`src/rtl/imem_fetch_sequencer.sv`:
```
// imem_fetch_sequencer: arbitrates CPU instruction fetches and loader byte writes onto one
// byte-wide single-port memory. A fetch reads four bytes and returns a big-endian word in 6 cycles.
// A load writes one byte and takes 2 cycles. Neither operation is preempted.
// Optional feature: define IMEM_MISALIGN_TRAP_EN to reject misaligned fetches with fetch_err.
// Without it, fetch_addr[1:0] is ignored.
// Ports:
//   clk, rst (sync, active-high)
//   fetch_req/fetch_addr/fetch_ready
//   fetch_valid/instruction/fetch_err
//   load_req/load_addr/load_data/load_ack
//   mem_addr/mem_we/mem_wdata/mem_rdata (read data valid one cycle after address)
module imem_fetch_sequencer (
    input  logic        clk,
    input  logic        rst,
    input  logic        fetch_req,
    input  logic [31:0] fetch_addr,
    output logic        fetch_ready,
    output logic        fetch_valid,
    output logic [31:0] instruction,
    output logic        fetch_err,
    input  logic        load_req,
    input  logic [15:0] load_addr,
    input  logic [7:0]  load_data,
    output logic        load_ack,
    output logic [15:0] mem_addr,
    output logic        mem_we,
    output logic [7:0]  mem_wdata,
    input  logic [7:0]  mem_rdata
);

    typedef enum logic [1:0] {
        IDLE  = 2'd0,
        READ  = 2'd1,
        DRAIN = 2'd2,
        WRITE = 2'd3
    } state_t;

    state_t      state;
    state_t      state_nxt;
    logic [1:0]  cnt;
    logic [15:0] base_addr;
    logic [15:0] wr_addr;
    logic [7:0]  wr_data;
    logic [23:0] byte_shift;
    logic        last_grant_fetch;
    logic        grant_fetch;
    logic        grant_load;
    logic        misaligned;
    logic        unused_addr_bits;

`ifdef IMEM_MISALIGN_TRAP_EN
    assign misaligned = (fetch_addr[1:0] != 2'b00);
`else
    assign misaligned = 1'b0;
`endif
    // Upper address bits are outside the 64 KiB memory.
    // The byte offset only matters for the trap.
    assign unused_addr_bits = ^{fetch_addr[31:16], fetch_addr[1:0]};

    always_ff @(posedge clk) begin
        if (rst) begin
            state <= IDLE;
        end else begin
            state <= state_nxt;
        end
    end

    always_comb begin
        state_nxt   = state;
        fetch_ready = 1'b0;
        load_ack    = 1'b0;
        grant_fetch = 1'b0;
        grant_load  = 1'b0;
        mem_addr    = 16'h0000;
        mem_we      = 1'b0;
        mem_wdata   = 8'h00;
        case (state)
            IDLE: begin
                // On contention, the side that did not win last time is granted.
                // This makes the two grants mutually exclusive.
                fetch_ready = !load_req || !last_grant_fetch;
                load_ack    = !fetch_req || last_grant_fetch;
                grant_fetch = fetch_req && fetch_ready;
                grant_load  = load_req && load_ack;
                if (grant_fetch) begin
                    state_nxt = misaligned ? IDLE : READ;
                end else if (grant_load) begin
                    state_nxt = WRITE;
                end
            end
            READ: begin
                mem_addr = base_addr + {14'b0, cnt};
                if (cnt == 2'd3) begin
                    state_nxt = DRAIN;
                end
            end
            DRAIN: begin
                state_nxt = IDLE;
            end
            WRITE: begin
                mem_we    = 1'b1;
                mem_addr  = wr_addr;
                mem_wdata = wr_data;
                state_nxt = IDLE;
            end
            default: state_nxt = IDLE;
        endcase
    end

    always_ff @(posedge clk) begin
        if (rst) begin
            cnt              <= 2'd0;
            last_grant_fetch <= 1'b0;
            base_addr        <= 16'h0000;
            wr_addr          <= 16'h0000;
            wr_data          <= 8'h00;
            byte_shift       <= 24'h0;
            instruction      <= 32'h0;
            fetch_valid      <= 1'b0;
            fetch_err        <= 1'b0;
        end else begin
            fetch_valid <= 1'b0;
            fetch_err   <= 1'b0;
            if (grant_fetch) begin
                last_grant_fetch <= 1'b1;
                base_addr        <= {fetch_addr[15:2], 2'b00};
                cnt              <= 2'd0;
                fetch_err        <= misaligned;
            end
            if (grant_load) begin
                last_grant_fetch <= 1'b0;
                wr_addr          <= load_addr;
                wr_data          <= load_data;
            end
            if (state == READ) begin
                cnt <= cnt + 2'd1;
                // Read data trails the address by one cycle.
                // At cnt==k, the data for byte k-1 arrives.
                if (cnt != 2'd0) begin
                    byte_shift <= {byte_shift[15:0], mem_rdata};
                end
            end
            if (state == DRAIN) begin
                instruction <= {byte_shift, mem_rdata};
                fetch_valid <= 1'b1;
            end
        end
    end

endmodule

```
`config.mk`:
```
export PLATFORM = sky130hd
export DESIGN_NAME = imem_fetch_sequencer
export DESIGN_NICKNAME = d
export VERILOG_FILES = /design/src/rtl/imem_fetch_sequencer.sv
export SDC_FILE = /design/constraint.sdc
export NUM_CORES = 1
export LEC_CHECK = 0
export ABC_CLOCK_PERIOD_IN_PS = 1800
export CAP_MARGIN = 40
export CORE_MARGIN = 4
export CORE_UTILIZATION = 28
export CTS_CLUSTER_SIZE = 14
export DETAILED_ROUTE_END_ITERATION = 16
export PLACE_DENSITY = 0.49
export SETUP_SLACK_MARGIN = 0.2
export SLEW_MARGIN = 30
export SYNTH_ARGS = -nofsm -noshare
export SYNTH_HDL_FRONTEND = slang
export SYNTH_SLANG_ARGS = --single-unit
```
`constraint.sdc`:
```
create_clock -name clk -period 1.8 [get_ports clk]
set_input_delay 0.36 -clock clk [delete_from_list [all_inputs] [get_ports clk]]
set_output_delay 0.36 -clock clk [all_outputs]
set_load 0.05 [all_outputs]
```
**Yosys cells after proc, flatten, opt, wreduce, memory -nomap -nowiden**

Index checks and enable logic that the tools add are counted.

- Multiplexer cells: 14
- Add/subtract/negate cells: 2
- Reductions and logical operators: 14
- Equality and inequality tests: 6

Operator list:

| kind | number |
|---|---|
| $pmux 16 s2 | 1 |
| $add 16x2->16 | 1 |
| $mux 2 | 5 |
| $mux 8 | 1 |
| $eq 2x2->1 const B | 3 |
| $mux 1 | 6 |
| $pmux 2 s3 | 1 |
| $reduce_and 2->1 | 2 |
| $reduce_bool 2->1 | 2 |
| $reduce_or 2->1 | 2 |
| $logic_not 1->1 | 3 |
| $ne 3x3->1 const B | 1 |
| $add 2x1->2 const B | 1 |
| $eq 2x1->1 const B | 1 |
| $logic_and 1x1->1 | 2 |
| $logic_not 2->1 | 1 |
| $logic_or 1x1->1 | 2 |
| $ne 2x2->1 const B | 1 |

- Flip-flop bits (word level): 100
- Bits of input ports: 68
- Word-level logic and storage cells: 45

**Longest topological paths before layout**

- Depth in word-level cells: 6
- Depth in mapped cells: 7
- Mapped depth without buffers: 5

**Worst setup path after synthesis**

OpenSTA, ideal clock, no wires.

- Path kind: input -> output
- Start: in fetch_req
- End: out load_ack
- Arrival time: 1.975 ns
- Slack: -0.535 ns
- Buffers on the path: 2
- Stages on the path: 3
- Cell sequence: clkbuf_1 clkbuf_1 a211oi_1

- Word-level cells in the longest chain between the ends: 3

Ends and longest elaborated chain:

| item | RTL line | text |
|---|---|---|
| start: declaration | 15 | `input logic fetch_req,` |
| $logic_not 1->1 | 82 | `load_ack = !fetch_req \|\| last_grant_fetch;` |
| $logic_or 1x1->1 | 82 |  |
| $mux 1 | 77 | `case (state)` |
| end: declaration | 24 | `output logic load_ack,` |

No other way between the ends.

**Worst setup path in the final report**

- Start: reg state[1]
- End: out mem_addr[8]

- Word-level cells in the longest chain between the ends: 2
- Elaborated cells on any way between the ends: 3

Ends and longest elaborated chain:

| item | RTL line | text |
|---|---|---|
| start: declaration | 38 | `state_t state;` |
| start signal: assignment | 64 | `state <= state_nxt;` |
| $eq 2x2->1 or $eq 2x1->1 (tied branches) | 77 |  |
| $pmux 16 s2 * | 77 |  |
| end: declaration | 25 | `output logic [15:0] mem_addr,` |

Every way passes the cells marked *; elsewhere a longest branch is shown, timed or not.

==> impl_metrics.yaml <==
run_status:
  status: "completed"
cts:
  cts.clk_slew.worst_paths_ns: 0.06
  ctsHtreeMaxLevel: 3
  clkLatencyLatePin_ns: 0.35
  ctsLongestPathBuffers: 2
  clock-sinks: 100
  ctsHoldBuffers: 0
  numCtsBuffers: 9
  cts_tree: "yes"
  cts_root_buf: "clkbuf_16"
layout:
  antenna_cells: 0
  areaGrowthSynthToFinish_pct: 56.7
  postLayoutCoreUtil_pct: 45.3
  nets: 672
  drive_gt1_share_pct: 26.2
synthesis:
  ys_seq_elements: 100
  ys_types: 30
  yosysWarnings: 0
  yosys.cell_count.top_type: "nand2_1"
  synth_nets: 565
  syn_inst: 495
  synthMuxAreaShare_pct: 9.43
  syn-cell-area_mm2: 0.00425
  async_reset_ff_share_pct: 0
  synth_adder_area_share_pct: 0.589
  ys_seq_area_share_pct: 47.1
  synth_compound_area_share_pct: 10.1
  avgSynthCellArea_um2: 8.58
  synth-edff-count: 0
  yosys.area.top_type: "dfxtp_1"
  synth_top_area_share_pct: 47.1
  synth_xor_area_share_pct: 0.206
  synth-simple-area-share_pct: 27.6
  yosys-top-cells-area: "dfxtp_1, nand2_1, mux2i_1"
  yosys-top-cells-count: "nand2_1, dfxtp_1, nand2b_1, a21oi_1, mux2i_1"
  synth_top_family_by_area: "simple AND/OR/NAND/NOR gates"
  synth-main-ff-cell: "dfxtp_1"
setup_path:
  r2r_cells: 7
  start_kind: "register"
  r2r_start: "state[1]"
  critPathMaxFanout: 7
  crit_slowest_cell: "dfxtp_4"
  arrival_ns: 1.40
  crit-reg2reg-capture: "byte_shift[0]"
  crit_chain: "buf_12 > mux2i_4 > nor2b_4 > buf_12"
  rrSetupSlack_ns: 0.12
  critPathMostFrequentCell: "buf_12"
  path_class: "reg -> out"
  slowest_delay_ns: 0.40
  required_ns: 1.44
  endpoint_kind: "output port"
floorplanning:
  fp.dieW_um: 131
  fp-row-count: 44
  start_util_pct: 28.9
  floorplan.core_area_mm2: 0.0147
  chipHeight_um: 131
  dieArea_mm2: 0.0172
  pin_count: 129
route:
  via_per_inst: 4.49
  totalWireLength_um: 11500
  vias: 3555
  drc: 0
  drt_iter0_drc: 140
  wl_per_cell_um: 14.5
  ant_nets: 0
  first_pass_iters: 4
power_and_ir_drop:
  p_clk_share_pct: 36.0
  p_int_mw: 4.06
  p_sw_mw: 1.52
  p_sw_share_pct: 27.2
  pwr-share-seq_pct: 42.9
  vdd_drop_max_uv: 416
  power_mw: 5.58
  leakage_nw: 2.34
  power_density_mw_per_mm2: 838
  power_frac_comb_pct: 21.1
timing:
  hold_violations: 0
  skew_ns: 0.00633
  grt_setup_unrepaired: "true"
  setup_viol: 0
  slew_violations: 0
  finalCritPeriodShare_pct: 97.9
  holdWs_ns: 0.347
  period_needed_ns: 1.76
  max_clock_freq_mhz: 568
flow_run:
  cap_violations: 0
hold_path:
  min_path_type: "in -> reg"
  worstHoldPathCells: 3
  min_from: "rst"
  worst_hold_path.endpoint: "state[0]"
placed_design:
  dp_hpwl_um: 7590
  port-buffer-count: 109
  routabilityCongestion: 0.728
global_route:
  grt_max_degree: 71
  grt_overflow_total: 0
  grt_pass1_wl_um: 19500
  antenna_found_initial: 0
  grt_pass1_vias: 3699
  track_usage_pct: 13.7
[layout by cell type (no fill, tap or decap), types with 3 or more instances in the layout]
cell	instances
inv_1	3
o21ai_1	14
nor2b_4	16
nand2_1	112
mux2i_1	24
clkdlybuf4s50_1	46
buf_6	8
and3_4	8
nand2b_1	64
nand4b_1	14
buf_12	36
a21oi_1	57
dfxtp_1	98
buf_4	46
clkbuf_16	10
mux2i_4	16
[registers in the layout, indices dropped and copies added (netlist names)]
signal and cells:
wr_data 8, last_grant_fetch 1, byte_shift 24, base_addr 14, instruction 32, cnt 2, fetch_valid 1, wr_addr 16
state 2
[worst max-delay path, delay by kind of cell, from the launching register on]
kind,cells,cell delay [ns]
buffers and inverters,2,0.32
flip-flops,1,0.40
multiplexers,1,0.26
AND/OR/NAND/NOR,1,0.06
[power by group through the flow]
stage	sequential [mW]	combinational [mW]	clock, mW
after CTS	2.39	1.15	2.08
after floorplan	2.44	0.581	0
after global routing	2.41	1.26	2.16
after detailed placement	2.42	1.02	0
after global placement	2.42	1.01	0
final	2.40	1.18	2.01
[cell type report]
class                   count  area (um2)
clock buffers              11         253
clock inverters             5        60.1
fillers                  1401        8040
inverters                   5        18.8
multi-input cells         347        2430
flip-flops and latches    100        2010
well taps                 184         230
repair buffers            139        1660
[worst max path at each step]
stage	cells past startpoint	to	startpoint
after detailed placement	5	wr_addr[4]	load_req
after global routing	4	mem_addr[1]	state[1]
after floorplan	3	load_ack	fetch_req
after CTS	4	mem_addr[11]	state[1]
final	4	mem_addr[8]	state[1]
after global placement	5	wr_addr[4]	load_req
[repair_timing]
action | 4_1_cts | 5_1_grt
setup buffers | 9 | 1
pin swaps | 1 | 0
endpoints found under the setup margin | 40 | 52
gates resized for setup | 45 | 9
gates cloned | 0 | 1
[cell families (layout without fill, tap and decap cells)]
group,after synthesis,count (layout)
other cells,1,1
fa+ha+maj,2,2
simple gates,226,226
xor+xnor,1,1
compound gates,77,77
mux,40,40
buf+inv,48,160
flops,100,100
[metal layers]
metal	GRT usage, %	wire length [um]	up-vias
li1	-	-	1841
met1	18.8	5660	1625
met2	21.2	5190	78
met3	2.56	411	11
met4	5.78	228	0
met5	0	0	-
[stage by stage]
stage	setup slack, ns	instance area, um2	setup TNS, ns	instances
2_1_floorplan	0.106	4440	0	495
3_3_place_gp	-0.119	5970	-1.83	764
3_5_place_dp	-0.152	5970	-2.46	764
4_1_cts	-0.00141	6560	-0.00141	789
5_1_grt	-0.0273	6660	-0.134	791
6_report	0.0384	6660	0	791
Power figures use the tool's default switching activity.
